<file path="config.mk">
export PLATFORM = sky130hd
export DESIGN_NAME = draw_rect_drag_flat
export DESIGN_NICKNAME = d
export VERILOG_FILES = /design/src/rtl/draw_rect_drag_if.sv /design/src/rtl/draw_rect_drag.sv /design/src/flat_wrapper.sv
export SDC_FILE = /design/constraint.sdc
export NUM_CORES = 1
export LEC_CHECK = 0
export ABC_AREA = 1
export BUFFER_PORTS_ARGS = -buffer_cell sky130_fd_sc_hd__buf_2
export CORE_UTILIZATION = 30
export DETAILED_ROUTE_END_ITERATION = 8
export PLACE_DENSITY = 0.55
export SLEW_MARGIN = 20
export SYNTH_ARGS = -nofsm -noshare
export SYNTH_HDL_FRONTEND = slang
export SYNTH_SLANG_ARGS = --single-unit
</file>
<file path="constraint.sdc">
create_clock -name clk -period 8.4 [get_ports clk]
set_input_delay 0.84 -clock clk [delete_from_list [all_inputs] [get_ports clk]]
set_output_delay 0.84 -clock clk [all_outputs]
set_load 0.02 [all_outputs]
</file>
<file path="src/rtl/draw_rect_drag_if.sv">
// VGA stream bundle: timing counters, blanking, syncs and pixel colour.
interface vga_if;
  logic [10:0] hcount;
  logic [10:0] vcount;
  logic        hblnk;
  logic        vblnk;
  logic        hsync;
  logic        vsync;
  logic [11:0] rgb;

  modport master (output hcount, vcount, hblnk, vblnk, hsync, vsync, rgb);
  modport slave  (input  hcount, vcount, hblnk, vblnk, hsync, vsync, rgb);
endinterface

</file>
<file path="src/rtl/draw_rect_drag.sv">
// Draws N_RECT filled rectangles over a VGA stream (2-cycle latency); the left mouse button drags them.
// Optional feature: define DRAW_RECT_BORDER_EN to outline the dragged rectangle in white.
module draw_rect_drag #(
  parameter int N_RECT   = 4,
  parameter int RECT_W   = 64,
  parameter int RECT_H   = 64,
  parameter int X_MAX    = 1023,
  parameter int Y_MAX    = 767,
  parameter int INIT_X0  = 64,
  parameter int INIT_GAP = 16,
  parameter int INIT_Y   = 64,
  localparam int SEL_W   = (N_RECT > 1) ? $clog2(N_RECT) : 1
) (
  input  logic                 clk,
  input  logic                 rst,
  vga_if.slave                 vga_in,
  vga_if.master                vga_out,
  input  logic [11:0]          xpos,
  input  logic [11:0]          ypos,
  input  logic                 mouse_left,
  input  logic [N_RECT*12-1:0] rect_rgb,
  output logic                 drag_active,
  output logic [SEL_W-1:0]     sel_idx
);
  localparam logic [12:0] X_LIM = 13'(X_MAX - RECT_W + 1);
  localparam logic [12:0] Y_LIM = 13'(Y_MAX - RECT_H + 1);

  typedef enum logic {IDLE, DRAG} state_t;

  state_t           state_q, state_d;
  logic             ml_q, ml_d;
  logic             drag_active_q, drag_active_d;
  logic [SEL_W-1:0] sel_q, sel_d;
  logic [11:0]      dx_q, dx_d, dy_q, dy_d;
  logic [11:0]      pos_x_q [N_RECT];
  logic [11:0]      pos_x_d [N_RECT];
  logic [11:0]      pos_y_q [N_RECT];
  logic [11:0]      pos_y_d [N_RECT];
  logic [11:0]      rect_col [N_RECT];

  logic [10:0]       s1_hcount_q, s1_vcount_q;
  logic              s1_hblnk_q, s1_vblnk_q, s1_hsync_q, s1_vsync_q;
  logic [11:0]       s1_rgb_q;
  logic [N_RECT-1:0] s1_mask_q, s1_mask_d;

  logic [10:0] s2_hcount_q, s2_vcount_q;
  logic        s2_hblnk_q, s2_vblnk_q, s2_hsync_q, s2_vsync_q;
  logic [11:0] s2_rgb_q, s2_rgb_d;

  logic [N_RECT-1:0]  ptr_hit;
  logic               press, frame_edge;
  logic [SEL_W-1:0]   ptr_top, pix_top;
  logic signed [12:0] raw_x, raw_y;
  logic [11:0]        clamp_x, clamp_y;
  logic [11:0]        sel_colour;

  genvar gi;
  generate
    for (gi = 0; gi < N_RECT; gi++) begin : g_rect
      logic [12:0] x_lo, x_hi, y_lo, y_hi;
      assign x_lo = {1'b0, pos_x_q[gi]};
      assign y_lo = {1'b0, pos_y_q[gi]};
      assign x_hi = x_lo + 13'(RECT_W - 1);
      assign y_hi = y_lo + 13'(RECT_H - 1);
      assign rect_col[gi] = rect_rgb[gi*12 +: 12];

      assign ptr_hit[gi] = ({1'b0, xpos} >= x_lo) && ({1'b0, xpos} <= x_hi) &&
                           ({1'b0, ypos} >= y_lo) && ({1'b0, ypos} <= y_hi);
      assign s1_mask_d[gi] = ({2'b0, vga_in.hcount} >= x_lo) && ({2'b0, vga_in.hcount} <= x_hi) &&
                             ({2'b0, vga_in.vcount} >= y_lo) && ({2'b0, vga_in.vcount} <= y_hi);

      always_ff @(posedge clk) begin
        if (rst) begin
          pos_x_q[gi] <= 12'(INIT_X0 + gi * (RECT_W + INIT_GAP));
          pos_y_q[gi] <= 12'(INIT_Y);
        end else begin
          pos_x_q[gi] <= pos_x_d[gi];
          pos_y_q[gi] <= pos_y_d[gi];
        end
      end
    end
  endgenerate

  // Highest index wins both for mouse selection and for drawing.
  always_comb begin
    ptr_top = '0;
    pix_top = '0;
    for (int i = 0; i < N_RECT; i++) begin
      if (ptr_hit[i])   ptr_top = SEL_W'(i);
      if (s1_mask_q[i]) pix_top = SEL_W'(i);
    end
  end

  always_comb begin
    press      = mouse_left & ~ml_q;
    frame_edge = vga_in.vblnk & ~s1_vblnk_q;
    raw_x      = $signed({1'b0, xpos}) - $signed({1'b0, dx_q});
    raw_y      = $signed({1'b0, ypos}) - $signed({1'b0, dy_q});
    clamp_x    = raw_x[11:0];
    clamp_y    = raw_y[11:0];
    if (raw_x < 0)                    clamp_x = '0;
    else if (raw_x > $signed(X_LIM))  clamp_x = X_LIM[11:0];
    if (raw_y < 0)                    clamp_y = '0;
    else if (raw_y > $signed(Y_LIM))  clamp_y = Y_LIM[11:0];

    ml_d    = mouse_left;
    state_d = state_q;
    sel_d   = sel_q;
    dx_d    = dx_q;
    dy_d    = dy_q;
    pos_x_d = pos_x_q;
    pos_y_d = pos_y_q;
    case (state_q)
      IDLE: begin
        if (press && (|ptr_hit)) begin
          state_d = DRAG;
          sel_d   = ptr_top;
          dx_d    = xpos - pos_x_q[ptr_top];
          dy_d    = ypos - pos_y_q[ptr_top];
        end
      end
      DRAG: begin
        // Release takes priority over a coincident frame boundary.
        if (!mouse_left) begin
          state_d = IDLE;
        end else if (frame_edge) begin
          pos_x_d[sel_q] = clamp_x;
          pos_y_d[sel_q] = clamp_y;
        end
      end
      default: state_d = IDLE;
    endcase
    drag_active_d = (state_d == DRAG);
  end

`ifdef DRAW_RECT_BORDER_EN
  logic [11:0] off_x, off_y;
  logic        on_border;
  always_comb begin
    off_x      = {1'b0, s1_hcount_q} - pos_x_q[sel_q];
    off_y      = {1'b0, s1_vcount_q} - pos_y_q[sel_q];
    on_border  = (off_x < 12'd2) || (off_x >= 12'(RECT_W - 2)) ||
                 (off_y < 12'd2) || (off_y >= 12'(RECT_H - 2));
    sel_colour = on_border ? 12'hFFF : rect_col[sel_q];
  end
`else
  assign sel_colour = rect_col[sel_q];
`endif

  // The rectangle being dragged is drawn above all others.
  always_comb begin
    s2_rgb_d = s1_rgb_q;
    if (!(s1_hblnk_q || s1_vblnk_q)) begin
      if (drag_active_q && s1_mask_q[sel_q]) s2_rgb_d = sel_colour;
      else if (|s1_mask_q)                   s2_rgb_d = rect_col[pix_top];
    end
  end

  always_ff @(posedge clk) begin
    if (rst) begin
      state_q       <= IDLE;
      ml_q          <= 1'b0;
      drag_active_q <= 1'b0;
      sel_q         <= '0;
      dx_q          <= '0;
      dy_q          <= '0;
      s1_hcount_q   <= '0;
      s1_vcount_q   <= '0;
      s1_hblnk_q    <= 1'b0;
      s1_vblnk_q    <= 1'b0;
      s1_hsync_q    <= 1'b0;
      s1_vsync_q    <= 1'b0;
      s1_rgb_q      <= '0;
      s1_mask_q     <= '0;
      s2_hcount_q   <= '0;
      s2_vcount_q   <= '0;
      s2_hblnk_q    <= 1'b0;
      s2_vblnk_q    <= 1'b0;
      s2_hsync_q    <= 1'b0;
      s2_vsync_q    <= 1'b0;
      s2_rgb_q      <= '0;
    end else begin
      state_q       <= state_d;
      ml_q          <= ml_d;
      drag_active_q <= drag_active_d;
      sel_q         <= sel_d;
      dx_q          <= dx_d;
      dy_q          <= dy_d;
      s1_hcount_q   <= vga_in.hcount;
      s1_vcount_q   <= vga_in.vcount;
      s1_hblnk_q    <= vga_in.hblnk;
      s1_vblnk_q    <= vga_in.vblnk;
      s1_hsync_q    <= vga_in.hsync;
      s1_vsync_q    <= vga_in.vsync;
      s1_rgb_q      <= vga_in.rgb;
      s1_mask_q     <= s1_mask_d;
      s2_hcount_q   <= s1_hcount_q;
      s2_vcount_q   <= s1_vcount_q;
      s2_hblnk_q    <= s1_hblnk_q;
      s2_vblnk_q    <= s1_vblnk_q;
      s2_hsync_q    <= s1_hsync_q;
      s2_vsync_q    <= s1_vsync_q;
      s2_rgb_q      <= s2_rgb_d;
    end
  end

  assign vga_out.hcount = s2_hcount_q;
  assign vga_out.vcount = s2_vcount_q;
  assign vga_out.hblnk  = s2_hblnk_q;
  assign vga_out.vblnk  = s2_vblnk_q;
  assign vga_out.hsync  = s2_hsync_q;
  assign vga_out.vsync  = s2_vsync_q;
  assign vga_out.rgb    = s2_rgb_q;
  assign drag_active    = drag_active_q;
  assign sel_idx        = sel_q;
endmodule

</file>
<file path="src/flat_wrapper.sv">
// flat-port wrapper written by rule: the top's interface ports become plain ports
module draw_rect_drag_flat 
#(
  parameter int N_RECT   = 4,
  parameter int RECT_W   = 64,
  parameter int RECT_H   = 64,
  parameter int X_MAX    = 1023,
  parameter int Y_MAX    = 767,
  parameter int INIT_X0  = 64,
  parameter int INIT_GAP = 16,
  parameter int INIT_Y   = 64,
  localparam int SEL_W   = (N_RECT > 1) ? $clog2(N_RECT) : 1
)
  (clk, rst, xpos, ypos, mouse_left, rect_rgb, drag_active, sel_idx, vga_in_hcount, vga_in_vcount, vga_in_hblnk, vga_in_vblnk, vga_in_hsync, vga_in_vsync, vga_in_rgb, vga_out_hcount, vga_out_vcount, vga_out_hblnk, vga_out_vblnk, vga_out_hsync, vga_out_vsync, vga_out_rgb);
  vga_if vga_in_i ();
  vga_if vga_out_i ();
  input  logic clk;
  input  logic rst;
  input  logic [11:0] xpos;
  input  logic [11:0] ypos;
  input  logic mouse_left;
  input  logic [N_RECT*12-1:0] rect_rgb;
  output logic drag_active;
  output logic [SEL_W-1:0] sel_idx;
  input wire logic [$bits(vga_in_i.hcount)-1:0] vga_in_hcount;
  input wire logic [$bits(vga_in_i.vcount)-1:0] vga_in_vcount;
  input wire logic [$bits(vga_in_i.hblnk)-1:0] vga_in_hblnk;
  input wire logic [$bits(vga_in_i.vblnk)-1:0] vga_in_vblnk;
  input wire logic [$bits(vga_in_i.hsync)-1:0] vga_in_hsync;
  input wire logic [$bits(vga_in_i.vsync)-1:0] vga_in_vsync;
  input wire logic [$bits(vga_in_i.rgb)-1:0] vga_in_rgb;
  output wire logic [$bits(vga_out_i.hcount)-1:0] vga_out_hcount;
  output wire logic [$bits(vga_out_i.vcount)-1:0] vga_out_vcount;
  output wire logic [$bits(vga_out_i.hblnk)-1:0] vga_out_hblnk;
  output wire logic [$bits(vga_out_i.vblnk)-1:0] vga_out_vblnk;
  output wire logic [$bits(vga_out_i.hsync)-1:0] vga_out_hsync;
  output wire logic [$bits(vga_out_i.vsync)-1:0] vga_out_vsync;
  output wire logic [$bits(vga_out_i.rgb)-1:0] vga_out_rgb;
  assign vga_in_i.hcount = vga_in_hcount;
  assign vga_in_i.vcount = vga_in_vcount;
  assign vga_in_i.hblnk = vga_in_hblnk;
  assign vga_in_i.vblnk = vga_in_vblnk;
  assign vga_in_i.hsync = vga_in_hsync;
  assign vga_in_i.vsync = vga_in_vsync;
  assign vga_in_i.rgb = vga_in_rgb;
  assign vga_out_hcount = vga_out_i.hcount;
  assign vga_out_vcount = vga_out_i.vcount;
  assign vga_out_hblnk = vga_out_i.hblnk;
  assign vga_out_vblnk = vga_out_i.vblnk;
  assign vga_out_hsync = vga_out_i.hsync;
  assign vga_out_vsync = vga_out_i.vsync;
  assign vga_out_rgb = vga_out_i.rgb;
  draw_rect_drag #(.N_RECT(N_RECT), .RECT_W(RECT_W), .RECT_H(RECT_H), .X_MAX(X_MAX), .Y_MAX(Y_MAX), .INIT_X0(INIT_X0), .INIT_GAP(INIT_GAP), .INIT_Y(INIT_Y)) u_core (.clk(clk), .rst(rst), .vga_in(vga_in_i), .vga_out(vga_out_i), .xpos(xpos), .ypos(ypos), .mouse_left(mouse_left), .rect_rgb(rect_rgb), .drag_active(drag_active), .sel_idx(sel_idx));
endmodule
</file>
* Yosys cells after proc, flatten, opt, wreduce, memory -nomap -nowiden
Index checks and enable logic that the tools add are counted.
** Storage, ports and cells
- Bits of input ports :: 113
- Memory bits (read-only) :: 0
- Bits in latches :: 0
- Word-level logic and storage cells :: 155
- Memory bits (writable) :: 0
- Memories kept :: 0
- Output and inout bits :: 41
- Flip-flop bits (word level) :: 204
** Cells by class
- Reduce and logical (&&, ||, !) cells :: 32
- Muxes and demuxes :: 34
- $mul :: 0
- $add $sub $neg :: 12
- Magnitude comparators :: 41
- Shift operators :: 0
- Equal/unequal tests :: 0
- Div/mod/pow operators :: 0
- Bitwise operators :: 8
** Operators with widths (number)
- 12-bit two-way mux :: 16
- 12-bit by 6-bit adder with 13-bit output, second input constant :: 8
- 11-bit by 13-bit less-or-equal comparator with 1-bit output :: 8
- 12-bit by 13-bit less-or-equal comparator with 1-bit output :: 8
- 12-bit binary-select mux with 2-bit select :: 4
- 48-bit bitwise mux :: 2
- 11-bit by 12-bit greater-or-equal comparator with 1-bit output :: 8
- 12-bit greater-or-equal comparator :: 8
- 1-bit logical AND :: 27
- 13-bit by 11-bit > comparator with 1-bit output, second input constant :: 2
- 13-bit by 1-bit < comparator with 1-bit output, second input constant :: 2
- 12-bit by 12-bit subtractor with 13-bit output :: 2
- 12-bit demux with 2-bit select :: 1
- 12-bit subtractor :: 2
- 3-bit greater-or-equal comparator, second input constant :: 3
- 2-bit inverter with 3-bit output :: 3
- 2-bit two-way mux :: 4
- 4-bit OR reduction :: 2
- 1-bit two-way mux :: 5
- 2-bit by 3-bit < comparator with 1-bit output, second input constant :: 1
- 3-bit by 1-bit < comparator with 1-bit output, second input constant :: 1
- 1-bit inverter :: 3
- 3-bit AND reduction :: 1
- 1-bit bitwise AND :: 2
- other kinds (4) :: 4

* Logic depth before layout (Yosys ltp)
Gate-level depths: netlist (run 1).
- Depth in word-level cells :: 13
- Depth in mapped cells :: 38
- Mapped depth without buffers :: 37

* Least setup slack after synthesis (run 1)
No wires, ideal clock.
- Path kind :: reg-to-reg
- Start :: reg u_core.pos_y_q, in the netlist u_core.g_rect[2].y_lo[0]
- End :: reg u_core.dy_q[10]
- Cell stages (with the launch flop) :: 34
- Slack :: 3708 ps
- Clock period less this slack :: 4692 ps
- Path buffers :: 1
- Setup time :: 70 ps
- Data required time :: 8330 ps
- Arrival :: 4622 ps
- Cells stage by stage :: dfxtp_1 inv_1 ha_1 nand4_1 nand2_1 nor2_1 nand3_1 xor2_1 ha_1 nand2_1 inv_1 nand4_1 nor2_1 nor2_1 nand2_1 a21oi_2 nand2_4 nand2_2 clkbuf_1 o21ai_0 o21ai_0 inv_1 ha_1 fa_1 o21ai_0 nand2_1 nand2_1 a21oi_1 o21ai_0 a21oi_1 o21ai_0 xor2_1 o21ai_1 a21oi_1
** On the way
- Word-level cells in the longest chain between the ends :: 10
- Elaborated cells on any way between the ends :: 15
- Those cells by class :: add/sub: 2; order compare: 2; mux: 5; bitwise: 1; reduce/logical: 5
** Ends and longest elaborated chain
- from (decl) :: line draw_rect_drag.sv:37 : logic [11:0] pos_y_q [N_RECT];
- from (signal, indexed assignment) :: line draw_rect_drag.sv:75 : pos_y_q[gi] <= 12'(INIT_Y);
- from (signal, indexed assignment) :: line draw_rect_drag.sv:78 : pos_y_q[gi] <= pos_y_d[gi];
- 12-bit by 6-bit adder with 13-bit output / 12-bit greater-or-equal comparator (equally long branches) :: line draw_rect_drag.sv:64, draw_rect_drag.sv:68
- 12-bit by 13-bit less-or-equal comparator with 1-bit output / 1-bit logical AND (equally long branches) :: line draw_rect_drag.sv:68, draw_rect_drag.sv:67
- 1-bit logical AND :: line draw_rect_drag.sv:68 : ({1'b0, ypos} >= y_lo) && ({1'b0, ypos} <= y_hi);
- 2-bit two-way mux (2 in a row) :: line draw_rect_drag.sv:89 : if (ptr_hit[i]) ptr_top = SEL_W'(i);
- 2-bit inverter with 3-bit output (implied by the code) :: line draw_rect_drag.sv:119 : dy_d = ypos - pos_y_q[ptr_top];
- 12-bit binary-select mux with 2-bit select :: line draw_rect_drag.sv:119
- 12-bit two-way mux (implied by the code) (2 in a row) :: line draw_rect_drag.sv:119
- 12-bit subtractor :: line draw_rect_drag.sv:119
- to (signal assigned) :: line draw_rect_drag.sv:188 : dy_q <= dy_d;
- to (decl) :: line draw_rect_drag.sv:34 : logic [11:0] dx_q, dx_d, dy_q, dy_d;
Several ways; a longest one is shown, not always the timed one. The select of a mux whose other input is x is not followed.
A chain may end at the register's enable or synchronous reset.

* Worst setup path in the final report (run 1)
- Start :: reg u_core.pos_x_q, in the netlist u_core.g_rect[2].x_lo[0]
- End :: reg u_core.dy_q[10]
** On the way
- Word-level cells in the longest chain between the ends :: 12
- Elaborated cells on any way between the ends :: 16
- Those cells by class :: add/sub: 2; order compare: 2; mux: 5; bitwise: 1; reduce/logical: 6
** Ends and longest elaborated chain
- from (decl) :: line draw_rect_drag.sv:35 : logic [11:0] pos_x_q [N_RECT];
- from (signal, indexed assignment) :: line draw_rect_drag.sv:74 : pos_x_q[gi] <= 12'(INIT_X0 + gi * (RECT_W + INIT_GAP));
- from (signal, indexed assignment) :: line draw_rect_drag.sv:77 : pos_x_q[gi] <= pos_x_d[gi];
- 12-bit by 6-bit adder with 13-bit output :: line draw_rect_drag.sv:63 : assign x_hi = x_lo + 13'(RECT_W - 1);
- 12-bit by 13-bit less-or-equal comparator with 1-bit output :: line draw_rect_drag.sv:67 : assign ptr_hit[gi] = ({1'b0, xpos} >= x_lo) && ({1'b0, xpos} <= x_hi) &&
- 1-bit logical AND (*) (2 in a row) :: line draw_rect_drag.sv:67
- 1-bit logical AND (*) :: line draw_rect_drag.sv:68
- 2-bit two-way mux (2 in a row) :: line draw_rect_drag.sv:89
- 2-bit inverter with 3-bit output (implied by the code) :: line draw_rect_drag.sv:119
- 12-bit binary-select mux with 2-bit select :: line draw_rect_drag.sv:119
- 12-bit two-way mux (implied by the code) (2 in a row) :: line draw_rect_drag.sv:119
- 12-bit subtractor :: line draw_rect_drag.sv:119
Mark *: on every way between the ends. The rest lies on a longest branch, timed or not. The select of a mux whose other input is x is not followed.

==> results.txt, run 1 <==
The run finished with clean final reports. The gate count after technology mapping came out at between 2000 and 3000. The pre-CTS setup slack is 2270 ps. The CTS root buffer is sky130_fd_sc_hd__clkbuf_16. The count of flip-flops with a built-in enable after synthesis came out at 0.

At the pin with the least slew margin, the transition time is approximately 1000 ps. The net count of the mapped netlist came out at ~3400. The final hold slack is between 400 and 500 ps. The via count of the first global-routing pass was between 15000 and 20000. The clock period minus final worst setup slack is 6210 ps.

The reported leakage power came out at approximately 0.011 µW. The final setup violation count came out at 0. Of all nets on the critical path, the largest fanout is 28.

The number of pins with negative max-slew slack in the final report is 0. The summed instance area of the synthesized netlist is 20300 µm². The post-route setup TNS came out at 0 ps. Counting instances in the post-synthesis netlist gives the leading cell types as 428 x sky130_fd_sc_hd__nand2_1, 414 x sky130_fd_sc_hd__ha_1, 343 x sky130_fd_sc_hd__inv_1, 287 x sky130_fd_sc_hd__a21oi_1, 271 x sky130_fd_sc_hd__o21ai_0.

The total global-route track usage came out at between 20% and 30%. TritonCTS built the clock tree. The number of antenna violations at the first check in global routing is 0.

The number of nets in the layout is between 3000 and 4000. The most used flip-flop cell after synthesis is sky130_fd_sc_hd__dfxtp_1. The total power draw came out at 3160 µW. Once layout is complete, the utilization of the core stands at between 30 and 40%. The total die area came out at a little under 70000 µm². The nature of the critical path startpoint is a register.

The initial DRC count came out at between 1500 and 2000. The average wire length per cell after detail routing came out at between 15 and 20 µm. The fmax is ~160 MHz. The number of buffers added on ports came out at 153. The effective utilization at floorplan came out at 30.6%. The critical path required time is roughly 8900 ps.

Dividing total power by cell area gives a power density of 138 nW/µm². The clock net in this run drives a total of about 200 sinks. Summed over its instances, the top area cell type makes up 25.5% of the synthesized netlist area.

In this run, post-CTS repair resized a total of 0 instances. The sequential fraction of the synthesis area came out at around a fifth. In this design, the stage delay of the slowest critical-path cell is approximately 520 ps. The final route contains ~20000 vias.

The post-DP HPWL is about 56000 µm. The top-level I/O count is about 150. The worst setup path is captured at a register. The average cell area after synthesis came out at 7.04 µm². In this design, the largest share of critical-path delay is due to simple AND/OR/NAND/NOR gates. The number of buffer and inverter instances along the worst setup path is 3. The fill cell total of the finished layout came out at around 7200. Setup repair after global routing left no endpoint under its margin. In the post-synthesis netlist, the biggest area contributors are sky130_fd_sc_hd__ha_1 26%, sky130_fd_sc_hd__dfxtp_1 20%, sky130_fd_sc_hd__nand2_1 7.9%. The Yosys step of the flow raised 0 warnings. The number of antenna-violating nets in the routed design came out at 0. The min-delay analysis places its worst path in the category reg -> reg. The clock insertion delay at the later pin of the skew report came out at approximately 570 ps. Across all setup checks in the final design, the least slack found is about 2200 ps. The final critical-path share of the clock period is 74.0%. The hold violation count in the final report came out at 0. The congestion estimate from routability-driven global placement came to 0.925.

After clock tree synthesis, the flow added hold-fix buffers numbering 0. The clock transition at the registers of the reported paths came out at approximately 60 ps. The share of layout cells above drive strength 1 came out at just under 9%. The number of maximum-capacitance violations came out at 0. The total of flip-flops plus latches after synthesis is between 200 and 250.

The first global-routing pass estimated about 110000 µm of wire. The number of placement rows is 94. The proportion of register bits with asynchronous set or reset after synthesis came out at 0%. For this run the aggregate overflow at the end of global routing stands at 0. The maximum root-to-sink buffer count came out at 3. The worst setup path is of the reg -> reg kind. The core region is ~66000 µm². The chip width is around 260 µm. The clock buffer count from CTS is 27. The worst supply voltage drop on vdd is approximately 0.13 mV. The total DRC errors in the routed layout came out at 0. STA puts the critical path data arrival time at 6690 ps.

The relative slew slack is around 30%. The count of unique library cells instantiated by Yosys is 59. The number of setup buffers added after CTS is 0. The die height is ~260 µm. CTS built an H-tree with a depth of 1.

The number of detailed-route iterations in the first pass came out at 7. The most frequently used cell type in the post-synthesis netlist is sky130_fd_sc_hd__nand2_1. Entering global routing, the biggest net connects 65 pins.

The most area-hungry cell type in the Yosys netlist is sky130_fd_sc_hd__ha_1. In the routed layout, each cell is associated on average with a via count of around 5.2. The slowest library cell on the worst path is sky130_fd_sc_hd__dfxtp_1. The area growth from synthesis to layout is 12.9%.

The sum of routed wire length over all layers is 74200 µm. The setup clock skew after layout is 15.6 ps.
[layout by cell type (no fill, tap or decap), types with 13 or more instances in the layout]
master	synthesis	routed
sky130_fd_sc_hd__nand4_1	73	73
sky130_fd_sc_hd__a31oi_1	17	17
sky130_fd_sc_hd__xnor2_1	16	16
sky130_fd_sc_hd__inv_1	343	343
sky130_fd_sc_hd__nor2_1	270	266
sky130_fd_sc_hd__a21oi_1	287	287
sky130_fd_sc_hd__nand3_1	132	132
sky130_fd_sc_hd__nor3_1	54	54
sky130_fd_sc_hd__clkbuf_16	0	27
sky130_fd_sc_hd__a211oi_1	34	34
sky130_fd_sc_hd__o21ai_0	271	271
sky130_fd_sc_hd__buf_2	4	152
sky130_fd_sc_hd__dfxtp_1	204	204
sky130_fd_sc_hd__nand3b_1	13	13
sky130_fd_sc_hd__ha_1	414	414
sky130_fd_sc_hd__a22oi_1	13	13
sky130_fd_sc_hd__xor2_1	86	86
sky130_fd_sc_hd__nand2_1	428	428
[registers in the layout, indices dropped and copies added (netlist names), 4 cells and up]
signal,count
u_core.dx_q,12
u_core.s1_vcount_q,11
u_core.vga_out.vcount,11
u_core.s1_mask_q,4
u_core.vga_out.rgb,12
u_core.s1_rgb_q,12
u_core.g_rect.x_lo,48
u_core.s1_hcount_q,11
u_core.vga_out.hcount,11
u_core.dy_q,12
u_core.g_rect.y_lo,48
[routing by layer]
layer  vias to the layer above  routed length, µm  GRT usage [%]
met5                         -                  0              0
met4                         0               2060           5.57
met3                       102               3930           2.00
met2                       576              33200           34.2
met1                      9275              35100           29.4
li1                      10200                  -              -
[per-stage QoR]
stage / cell area [µm²] / cells
finish: 22900 / 3885
global route: 22900 / 3883
CTS: 22900 / 3883
detailed placement: 21900 / 3834
global placement: 21900 / 3834
floorplan: 20300 / 2883
[path summary, 6_finish.rpt]
path         depth (start not counted)                   end  slack, ps                      from
max                                 32       u_core.dy_q[10]       2190  u_core.g_rect[2].x_lo[0]
min                                  2  u_core.vga_out.hsync        400         u_core.s1_hsync_q
max reg2reg                         32       u_core.dy_q[10]       2190  u_core.g_rect[2].x_lo[0]
min reg2reg                          2  u_core.vga_out.hsync        400         u_core.s1_hsync_q
[cell families (layout without fill, tap and decap cells)]
logic type	count (synthesis)	count (layout)	synth area share (%)
compound gates	714	714	19.4
xor+xnor	102	102	4.40
fa+ha+maj	418	418	25.9
buf+inv	430	566	8.22
flops	204	204	20.1
other cells	0	2	0
simple gates	1015	1015	21.9
[final cells by class]
cell class | instances | area, µm² | area share (%)
inverters | 357 | 1340 | 5.86
well taps | 864 | 1080 | 4.72
flip-flops and latches | 204 | 4080 | 17.8
multi-input cells | 2249 | 14600 | 63.5
clock inverters | 17 | 303 | 1.32
clock buffers | 32 | 724 | 3.16
diodes | 2 | 5.00 | 0.0218
repair buffers | 160 | 821 | 3.58
[worst reg2reg max path, delay by kind of cell, from the launching register on]
family / cells / cell delay (ps)
flip-flops: 1 / 520
AND/OR/NAND/NOR: 14 / 2190
adder cells (fa/ha/maj): 4 / 1080
XOR/XNOR: 2 / 430
buffers and inverters: 3 / 580
AO/OA/AOI/OAI: 9 / 1310
[where the power goes]
group          internal [µW]  leakage, µW  switching, µW
registers                998      0.00166           11.7
logic                    260      0.00855            521
clock network            862     0.000503            504
No activity file was read; power rests on OpenSTA's default activity.
==> run 2, diff against run 1 <==
--- a/config.mk
+++ b/config.mk
@@ -5,11 +5,11 @@
 export SDC_FILE = /design/constraint.sdc
 export NUM_CORES = 1
 export LEC_CHECK = 0
-export ABC_AREA = 1
+export ABC_AREA = 0
 export BUFFER_PORTS_ARGS = -buffer_cell sky130_fd_sc_hd__buf_2
 export CORE_UTILIZATION = 30
 export DETAILED_ROUTE_END_ITERATION = 8
-export PLACE_DENSITY = 0.55
+export PLACE_DENSITY = 0.56
 export SLEW_MARGIN = 20
 export SYNTH_ARGS = -nofsm -noshare
 export SYNTH_HDL_FRONTEND = slang
==> constraint.sdc (replaced) <==
create_clock -name clk -period 5.63 [get_ports clk]
set_input_delay 0.563 -clock clk [delete_from_list [all_inputs] [get_ports clk]]
set_output_delay 0.563 -clock clk [all_outputs]
set_load 0.02 [all_outputs]
==> results.txt, run 2 <==
Unrepaired setup endpoints after global routing: true (was false). The path type of the worst setup path is reg -> reg (unchanged). The detailed-route via count came out at 19500 (was 20100).

The die height was 259 µm (was 262 µm). The number of maximum-capacitance violations is 0 (unchanged). The gate count after technology mapping came out at 2362 (was 2883). The signed area change from the synthesized netlist to the final layout came to 19.3% (was 12.9%).

The worst-case setup margin in the final layout is 13.4 ps (was 2190 ps). The worst supply voltage drop on vdd is 0.180 mV (was 0.132 mV). The critical path required time is 6060 ps (was 8880 ps). The finished layout cell area is 23700 µm² (was 22900 µm²). The final weighted congestion in routability-driven placement was 0.950 (was 0.925). The CTS root buffer is sky130_fd_sc_hd__clkbuf_16 (unchanged). The count of synthesis-stage warnings from yosys was 0 (unchanged). The average cell area after synthesis came to 8.41 µm² (was 7.04 µm²). The part of the power in combinational logic is 26.7% (was 24.7%). The count of flip-flops with a built-in enable after synthesis is 0 (unchanged). The pre-CTS setup slack is -350 ps (was 2270 ps).

The power per standard cell area is 188 nW/µm² (was 138 nW/µm²). The highest net fanout along the worst path is 5 (was 28). The summed instance area of the synthesized netlist came to 19900 µm² (was 20300 µm²).

The post-DP HPWL is 58900 µm (was 55800 µm). The reported leakage power came out at 0.00988 µW (was 0.0107 µW). The filler-free cell count of the finished design came to 3493 (was 3885). The sequential fraction of the synthesis area came out at 20.6% (was 20.1%). The placeable core area is 64900 µm² (was 66300 µm²). The clock period minus final worst setup slack came out at 5620 ps (was 6210 ps). The TritonCTS clock tree is built (unchanged). The relative slew slack is 26.7% (was 30.1%).

The initial DRC count came to 1688 (was 1564). The count of unique library cells instantiated by Yosys came to 86 (was 59). The number of antenna violations at the first check in global routing is 0 (unchanged). The clock buffer count from CTS is 26 (was 27).

The average wire length per cell after detail routing is 22.0 µm (was 19.1 µm). The total global-route track usage is 22.1% (was 21.0%). The hold violation count in the final report was 0 (unchanged). The post-route setup TNS came out at 0 ps (unchanged). The cell family contributing the most delay on the critical path is compound AO/OA/AOI/OAI gates (was simple AND/OR/NAND/NOR gates). The final standard cell utilization of the core came out at 36.5% (was 34.5%). The clock insertion delay at the later pin of the skew report was 590 ps (was 570 ps). The total of flip-flops plus latches after synthesis is 204 (unchanged). The transition time of the tightest slew-check pin came out at 1100 ps (was 1050 ps). The clock network power share came out at 39.5% (was 43.3%).

The count of H-tree levels built during CTS came out at 1 (unchanged). The number of detailed-route iterations in the first pass is 5 (was 7). The number of sinks handled by clock tree synthesis came to 204 (unchanged). The area share of the leading cell type in the synthesized netlist is 26.1% (was 25.5%).

The number of buffer and inverter instances along the worst setup path is 4 (was 3). The most frequently used cell type in the post-synthesis netlist is sky130_fd_sc_hd__ha_1 (was sky130_fd_sc_hd__nand2_1). The global-route wire length before repair came out at 114000 µm (was 111000 µm). The final setup violation count was 0 (unchanged). The slowest library cell on the worst path is sky130_fd_sc_hd__nor4b_4 (was sky130_fd_sc_hd__dfxtp_1). The remaining global-route overflow is 0 (unchanged). The fill cell total of the finished layout came out at 6684 (was 7249). The net count of the mapped netlist is 2893 (was 3414). The worst hold path class is in -> reg (was reg -> reg). The proportion of register bits with asynchronous set or reset after synthesis came to 0% (unchanged). The share of layout cells above drive strength 1 came out at 16.6% (was 8.71%). The commonest non-fill, non-tap cell in the layout is sky130_fd_sc_hd__ha_1 (was sky130_fd_sc_hd__nand2_1). Run status: finished clean (unchanged). The setup clock skew after layout came out at 48.0 ps (was 15.6 ps).

The number of buffers added to fix hold violations after cts is 0 (unchanged). The number of placement rows is 93 (was 94). The nature of the critical path startpoint is a register (unchanged). The switching part of the total power came out at 33.4% (was 32.8%).

The number of antenna-violating nets in the routed design came out at 0 (unchanged). The top-level I/O count came out at 154 (unchanged). The effective utilization at floorplan was 30.6% (about the same). The internal power consumption came out at 2980 µW (was 2120 µW).

The total net switching power came out at 1490 µW (was 1040 µW). Leading cell types by count after synthesis: 414 x sky130_fd_sc_hd__ha_1, 204 x sky130_fd_sc_hd__dfxtp_1, 155 x sky130_fd_sc_hd__inv_1, 143 x sky130_fd_sc_hd__nand2_1, 138 x sky130_fd_sc_hd__nor2_1 (was 428 x sky130_fd_sc_hd__nand2_1, 414 x sky130_fd_sc_hd__ha_1, 343 x sky130_fd_sc_hd__inv_1, 287 x sky130_fd_sc_hd__a21oi_1, 271 x sky130_fd_sc_hd__o21ai_0). The clock transition at the registers of the reported paths is 60 ps (about the same). The maximum number of pins on one net before global-route repair came out at 74 (was 65). The number of nets in the layout came out at 3149 (was 3530). The detailed-route vias per instance came out at 5.58 (was 5.18). The final critical-path share of the clock period is 99.8% (was 74.0%). The via count of the first global-routing pass is 18800 (was 18500). Top cells by area in the synthesized netlist: sky130_fd_sc_hd__ha_1 26%, sky130_fd_sc_hd__dfxtp_1 21%, sky130_fd_sc_hd__xnor2_1 4.4% (was sky130_fd_sc_hd__ha_1 26%, sky130_fd_sc_hd__dfxtp_1 20%, sky130_fd_sc_hd__nand2_1 7.9%). The maximum cell stage delay along the critical path came to 410 ps (was 520 ps). The fmax is 178 MHz (was 161 MHz).

The data arrival time of the critical path was 6050 ps (was 6690 ps). The total DRC errors in the routed layout is 0 (unchanged). The sum of routed wire length over all layers came out at 76700 µm (was 74200 µm). The endpoint class of the critical path is a register (unchanged). The placement-stage cell area came out at 22500 µm² (was 21900 µm²). The maximum root-to-sink buffer count came out at 3 (unchanged). The number of pins with negative max-slew slack in the final report came to 0 (unchanged). The share of total power in sequential cells is 33.8% (was 32.0%). Top library cells by usage in the layout, fill and taps aside: 411 x sky130_fd_sc_hd__ha_1, 202 x sky130_fd_sc_hd__dfxtp_1, 156 x sky130_fd_sc_hd__buf_4, 155 x sky130_fd_sc_hd__inv_1, 152 x sky130_fd_sc_hd__buf_2 (was 428 x sky130_fd_sc_hd__nand2_1, 414 x sky130_fd_sc_hd__ha_1, 343 x sky130_fd_sc_hd__inv_1, 287 x sky130_fd_sc_hd__a21oi_1, 271 x sky130_fd_sc_hd__o21ai_0). The leading register cell type out of synthesis was sky130_fd_sc_hd__dfxtp_1 (unchanged). The number of antenna diodes came out at 0 (was 2). The number of buffers added on ports came out at 153 (unchanged). The most area-hungry cell type in the Yosys netlist is sky130_fd_sc_hd__ha_1 (unchanged). The chip width came to 259 µm (was 262 µm). The total die area came to 67300 µm² (was 68700 µm²).

The number of instances in the placed design is 3426 (was 3834).
[run 2: cell count changes in the layout (fill, tap and decap cells not counted), moves of 81 or more]
cell / previous run / this run
sky130_fd_sc_hd__inv_1: 343 / 155
sky130_fd_sc_hd__o21ai_0: 271 / 118
sky130_fd_sc_hd__a21oi_1: 287 / 130
sky130_fd_sc_hd__buf_4: 8 / 156
sky130_fd_sc_hd__nor2_1: 266 / 136
sky130_fd_sc_hd__nor2b_1: 0 / 97
sky130_fd_sc_hd__nand2_1: 428 / 141
sky130_fd_sc_hd__xnor2_1: 16 / 97
[run 2: through the flow]
step / hold WS, ps / total power [µW]
detailed placement: 422 / 2670
global placement: 417 / 2650
CTS: 178 / 4460
floorplan: 414 / 2200
finish: 198 / 4470
global route: 202 / 4660
[run 2: timing repair]
| action | CTS | global route |
|---|---|---|
| setup endpoints to repair | 6 | 12 |
| resized for setup | 15 | 37 |
| pin swaps | 5 | 46 |
| gates cloned | 0 | 1 |
| buffers inserted | 1 | 17 |
[run 2: cell families (layout without fill, tap and decap cells)]
family          count (synthesis)  after routing  synth area share, %
simple gates                  675            675                 17.3
compound gates                658            658                 22.4
fa+ha+maj                     419            419                 26.5
buf+inv                       244            520                 4.86
flops                         204            204                 20.6
xor+xnor                      119            119                 5.38
mux                            43             43                 3.00
[run 2: power by group through the flow]
| stage | clock network, µW | logic (µW) | registers, µW |
|---|---|---|---|
| after detailed placement | 0 | 1130 | 1540 |
| after global routing | 1850 | 1300 | 1510 |
| after CTS | 1800 | 1150 | 1510 |
| after global placement | 0 | 1110 | 1540 |
| after floorplan | 0 | 654 | 1550 |
| final | 1760 | 1190 | 1510 |
[run 2: area by class of cell]
class	instances	area [µm²]	area share, %
flip-flops and latches	204	4090	17.2
clock inverters	17	188	0.791
well taps	855	1070	4.51
multi-input cells	1914	15000	63.4
repair buffers	316	2050	8.64
clock buffers	31	699	2.95
inverters	156	586	2.47
[run 2: routing by layer]
layer,share of wire (%),GRT usage (%),up-vias,routed length [µm]
met3,7.6,2.86,128,5810
met5,0,0,-,0
met4,3.4,7.32,0,2600
li1,-,-,9253,-
met1,45,30.2,9370,34700
met2,44,35.5,743,33600
[run 2: path summary, 6_finish.rpt]
| check | start | slack, ps | cells past startpoint | end |
|---|---|---|---|---|
| worst max-delay path | u_core.g_rect[1].y_lo[3] | 10 | 31 | u_core.dy_q[10] |
| worst min-delay path | vga_in_rgb[4] | 200 | 2 | u_core.s1_rgb_q[4] |
| worst max register to register | u_core.g_rect[1].y_lo[3] | 10 | 31 | u_core.dy_q[10] |
| worst min register to register | u_core.s1_hcount_q[4] | 440 | 1 | u_core.vga_out.hcount[4] |
==> run 3, diff against run 2 <==
--- a/config.mk
+++ b/config.mk
@@ -6,7 +6,7 @@
 export NUM_CORES = 1
 export LEC_CHECK = 0
 export ABC_AREA = 0
-export BUFFER_PORTS_ARGS = -buffer_cell sky130_fd_sc_hd__buf_2
+export BUFFER_PORTS_ARGS = -buffer_cell sky130_fd_sc_hd__buf_4
 export CORE_UTILIZATION = 30
 export DETAILED_ROUTE_END_ITERATION = 8
 export PLACE_DENSITY = 0.56
==> results.txt, run 3 (synthesis results as in run 2) <==
The post-route setup TNS is 0 ps (unchanged). The chip width came out at 259 µm (unchanged). The maximum number of pins on one net before global-route repair is 95 (was 74).

The number of nets in the layout was 3135 (was 3149). The fill cell total of the finished layout is 6633 (was 6684). The placeable core area is 64900 µm² (unchanged).

The final hold slack was 211 ps (was 198 ps). The final setup violation count is 0 (unchanged). The total die area is 67300 µm² (unchanged). The nature of the critical path startpoint was a register (unchanged).

The number of placement rows came to 93 (unchanged). Run status: finished clean (unchanged). The number of sinks handled by clock tree synthesis is 204 (unchanged). The clock period minus final worst setup slack came to 5600 ps (was 5620 ps).

The number of buffers added on ports is 153 (unchanged). The worst supply voltage drop on vdd is 0.199 mV (was 0.180 mV). The post-DP HPWL came to 57900 µm (was 58900 µm). The number of maximum-capacitance violations came out at 0 (unchanged). The setup clock skew after layout came to 35.9 ps (was 48.0 ps). The count of H-tree levels built during CTS came out at 1 (unchanged). The worst hold path class is in -> reg (unchanged). The relative slew slack is 24.9% (was 26.7%). The total global-route track usage is 21.9% (was 22.1%). The TritonCTS clock tree is built (unchanged). The via count of the first global-routing pass is 19200 (was 18800).

Unrepaired setup endpoints after global routing: true (unchanged). The clock transition at the registers of the reported paths came to 60 ps (about the same). The final critical-path share of the clock period is 99.4% (was 99.8%).

The number of antenna diodes is 0 (unchanged). The number of antenna-violating nets in the routed design came to 0 (unchanged). The critical path required time came out at 6090 ps (was 6060 ps). The total DRC errors in the routed layout is 0 (unchanged). The remaining global-route overflow is 0 (unchanged). The number of antenna violations at the first check in global routing is 0 (unchanged).

The initial DRC count is 1462 (was 1688). The path type of the worst setup path is reg -> reg (unchanged). The reported leakage power came out at 0.00992 µW (was 0.00988 µW). The hold violation count in the final report came out at 0 (unchanged). The transition time of the tightest slew-check pin came out at 1120 ps (was 1100 ps). The detailed-route vias per instance is 5.60 (was 5.58). The average wire length per cell after detail routing came out at 21.8 µm (was 22.0 µm). The power per standard cell area came out at 185 nW/µm² (was 188 nW/µm²).

The data arrival time of the critical path is 6060 ps (was 6050 ps). The endpoint class of the critical path is a register (unchanged). The final weighted congestion in routability-driven placement is 0.930 (was 0.950). The sum of routed wire length over all layers is 75800 µm (was 76700 µm).

The CTS root buffer was sky130_fd_sc_hd__clkbuf_16 (unchanged). The effective utilization at floorplan came out at 30.6% (unchanged). The clock buffer count from CTS is 25 (was 26).

The maximum root-to-sink buffer count came out at 3 (unchanged). The number of detailed-route iterations in the first pass is 7 (was 5). The signed area change from the synthesized netlist to the final layout came out at 20.6% (was 19.3%).

The number of pins with negative max-slew slack in the final report is 0 (unchanged). Top library cells by usage in the layout, fill and taps aside: 412 x sky130_fd_sc_hd__ha_1, 294 x sky130_fd_sc_hd__buf_4, 203 x sky130_fd_sc_hd__dfxtp_1, 155 x sky130_fd_sc_hd__inv_1, 142 x sky130_fd_sc_hd__nand2_1 (was 411 x sky130_fd_sc_hd__ha_1, 202 x sky130_fd_sc_hd__dfxtp_1, 156 x sky130_fd_sc_hd__buf_4, 155 x sky130_fd_sc_hd__inv_1, 152 x sky130_fd_sc_hd__buf_2). The highest net fanout along the worst path is 6 (was 5). The fmax came out at 179 MHz (was 178 MHz). The top-level I/O count came to 154 (unchanged). The clock insertion delay at the later pin of the skew report is 570 ps (was 590 ps). The die height came out at 259 µm (unchanged). The share of layout cells above drive strength 1 is 16.0% (was 16.6%). The detailed-route via count came out at 19500 (about the same). The commonest non-fill, non-tap cell in the layout is sky130_fd_sc_hd__ha_1 (unchanged). The global-route wire length before repair came to 114000 µm (about the same).
run 3: cell count changes in the layout (fill, tap and decap cells not counted), sizes merged:
cell,change
clkinvlp,-3
clkinv,-1
inv,+4
clkbuf,-2
buf,-13
run 3: through the flow:
stage | std cells | utilization [%] | total power, µW | worst slack, ps | area (µm²)
2_1_floorplan | 2362 | - | 2200 | 19.4 | 19900
3_3_place_gp | 3429 | 35.2 | 2670 | -201 | 22900
3_5_place_dp | 3429 | 35.2 | 2700 | -263 | 22900
4_1_cts | 3475 | 36.7 | 4440 | 0.533 | 23800
5_1_grt | 3478 | 36.9 | 4640 | -190 | 24000
6_report | 3478 | 36.9 | 4440 | 34.7 | 24000
run 3: area by class of cell:
cell class              instances  area [µm²]  share of cell area [%]
multi-input cells            1914       15000                    62.7
flip-flops and latches        204        4090                    17.1
repair buffers                303        2340                    9.78
well taps                     855        1070                    4.47
clock buffers                  29         671                    2.80
inverters                     156         586                    2.44
clock inverters                17         191                   0.799
run 3: worst max-delay path, stage by stage (launching register included):
cell and delay [ps]:
sky130_fd_sc_hd__dfxtp_1 310, sky130_fd_sc_hd__or3_4 380, sky130_fd_sc_hd__nand3b_1 200, sky130_fd_sc_hd__nand3_2 120
sky130_fd_sc_hd__xnor2_2 130, sky130_fd_sc_hd__ha_1 270, sky130_fd_sc_hd__a21o_1 200, sky130_fd_sc_hd__a21o_1 180
sky130_fd_sc_hd__a211o_1 270, sky130_fd_sc_hd__o211ai_1 240, sky130_fd_sc_hd__buf_4 200, sky130_fd_sc_hd__o211ai_1 130
sky130_fd_sc_hd__nor4b_4 320, sky130_fd_sc_hd__buf_6 190, sky130_fd_sc_hd__buf_8 110, sky130_fd_sc_hd__o211ai_1 80
sky130_fd_sc_hd__a31oi_1 280, sky130_fd_sc_hd__ha_1 310, sky130_fd_sc_hd__or2_2 320, sky130_fd_sc_hd__a21oi_2 200
sky130_fd_sc_hd__a21oi_4 60, sky130_fd_sc_hd__a41oi_2 220, sky130_fd_sc_hd__a21oi_2 90, sky130_fd_sc_hd__xor2_2 230
sky130_fd_sc_hd__xnor2_1 160, sky130_fd_sc_hd__o22ai_1 90, sky130_fd_sc_hd__o221a_1 220
run 3: worst paths after layout:
path,depth (start not counted),slack (ps),startpoint,end
min reg2reg,1,430,u_core.s1_hcount_q[5],u_core.vga_out.hcount[5]
min,2,210,vga_in_rgb[1],u_core.s1_rgb_q[1]
max reg2reg,26,30,u_core.g_rect[1].y_lo[3],u_core.dy_q[11]
max,26,30,u_core.g_rect[1].y_lo[3],u_core.dy_q[11]
run 3: timing repair:
action | in CTS | in global routing
resized for setup | 15 | 32
setup buffers | 0 | 2
pin swaps | 8 | 47
endpoints found under the setup margin | 5 | 9
hold buffers | 0 | 0
gates cloned | 0 | 1
run 3: routing by layer:
metal | global-route usage [%] | up-vias | share of wire (%)
li1 | - | 9262 | -
met1 | 29.8 | 9351 | 46
met2 | 35.5 | 724 | 44
met3 | 3.13 | 127 | 7.1
met4 | 6.98 | 0 | 3.2
met5 | 0 | - | 0
run 3: where the power goes:
part	switching, µW	leakage [µW]	total, µW	internal, µW
logic	722	0.00783	1210	485
clock network	726	0.000424	1730	1000
registers	22.8	0.00166	1510	1490
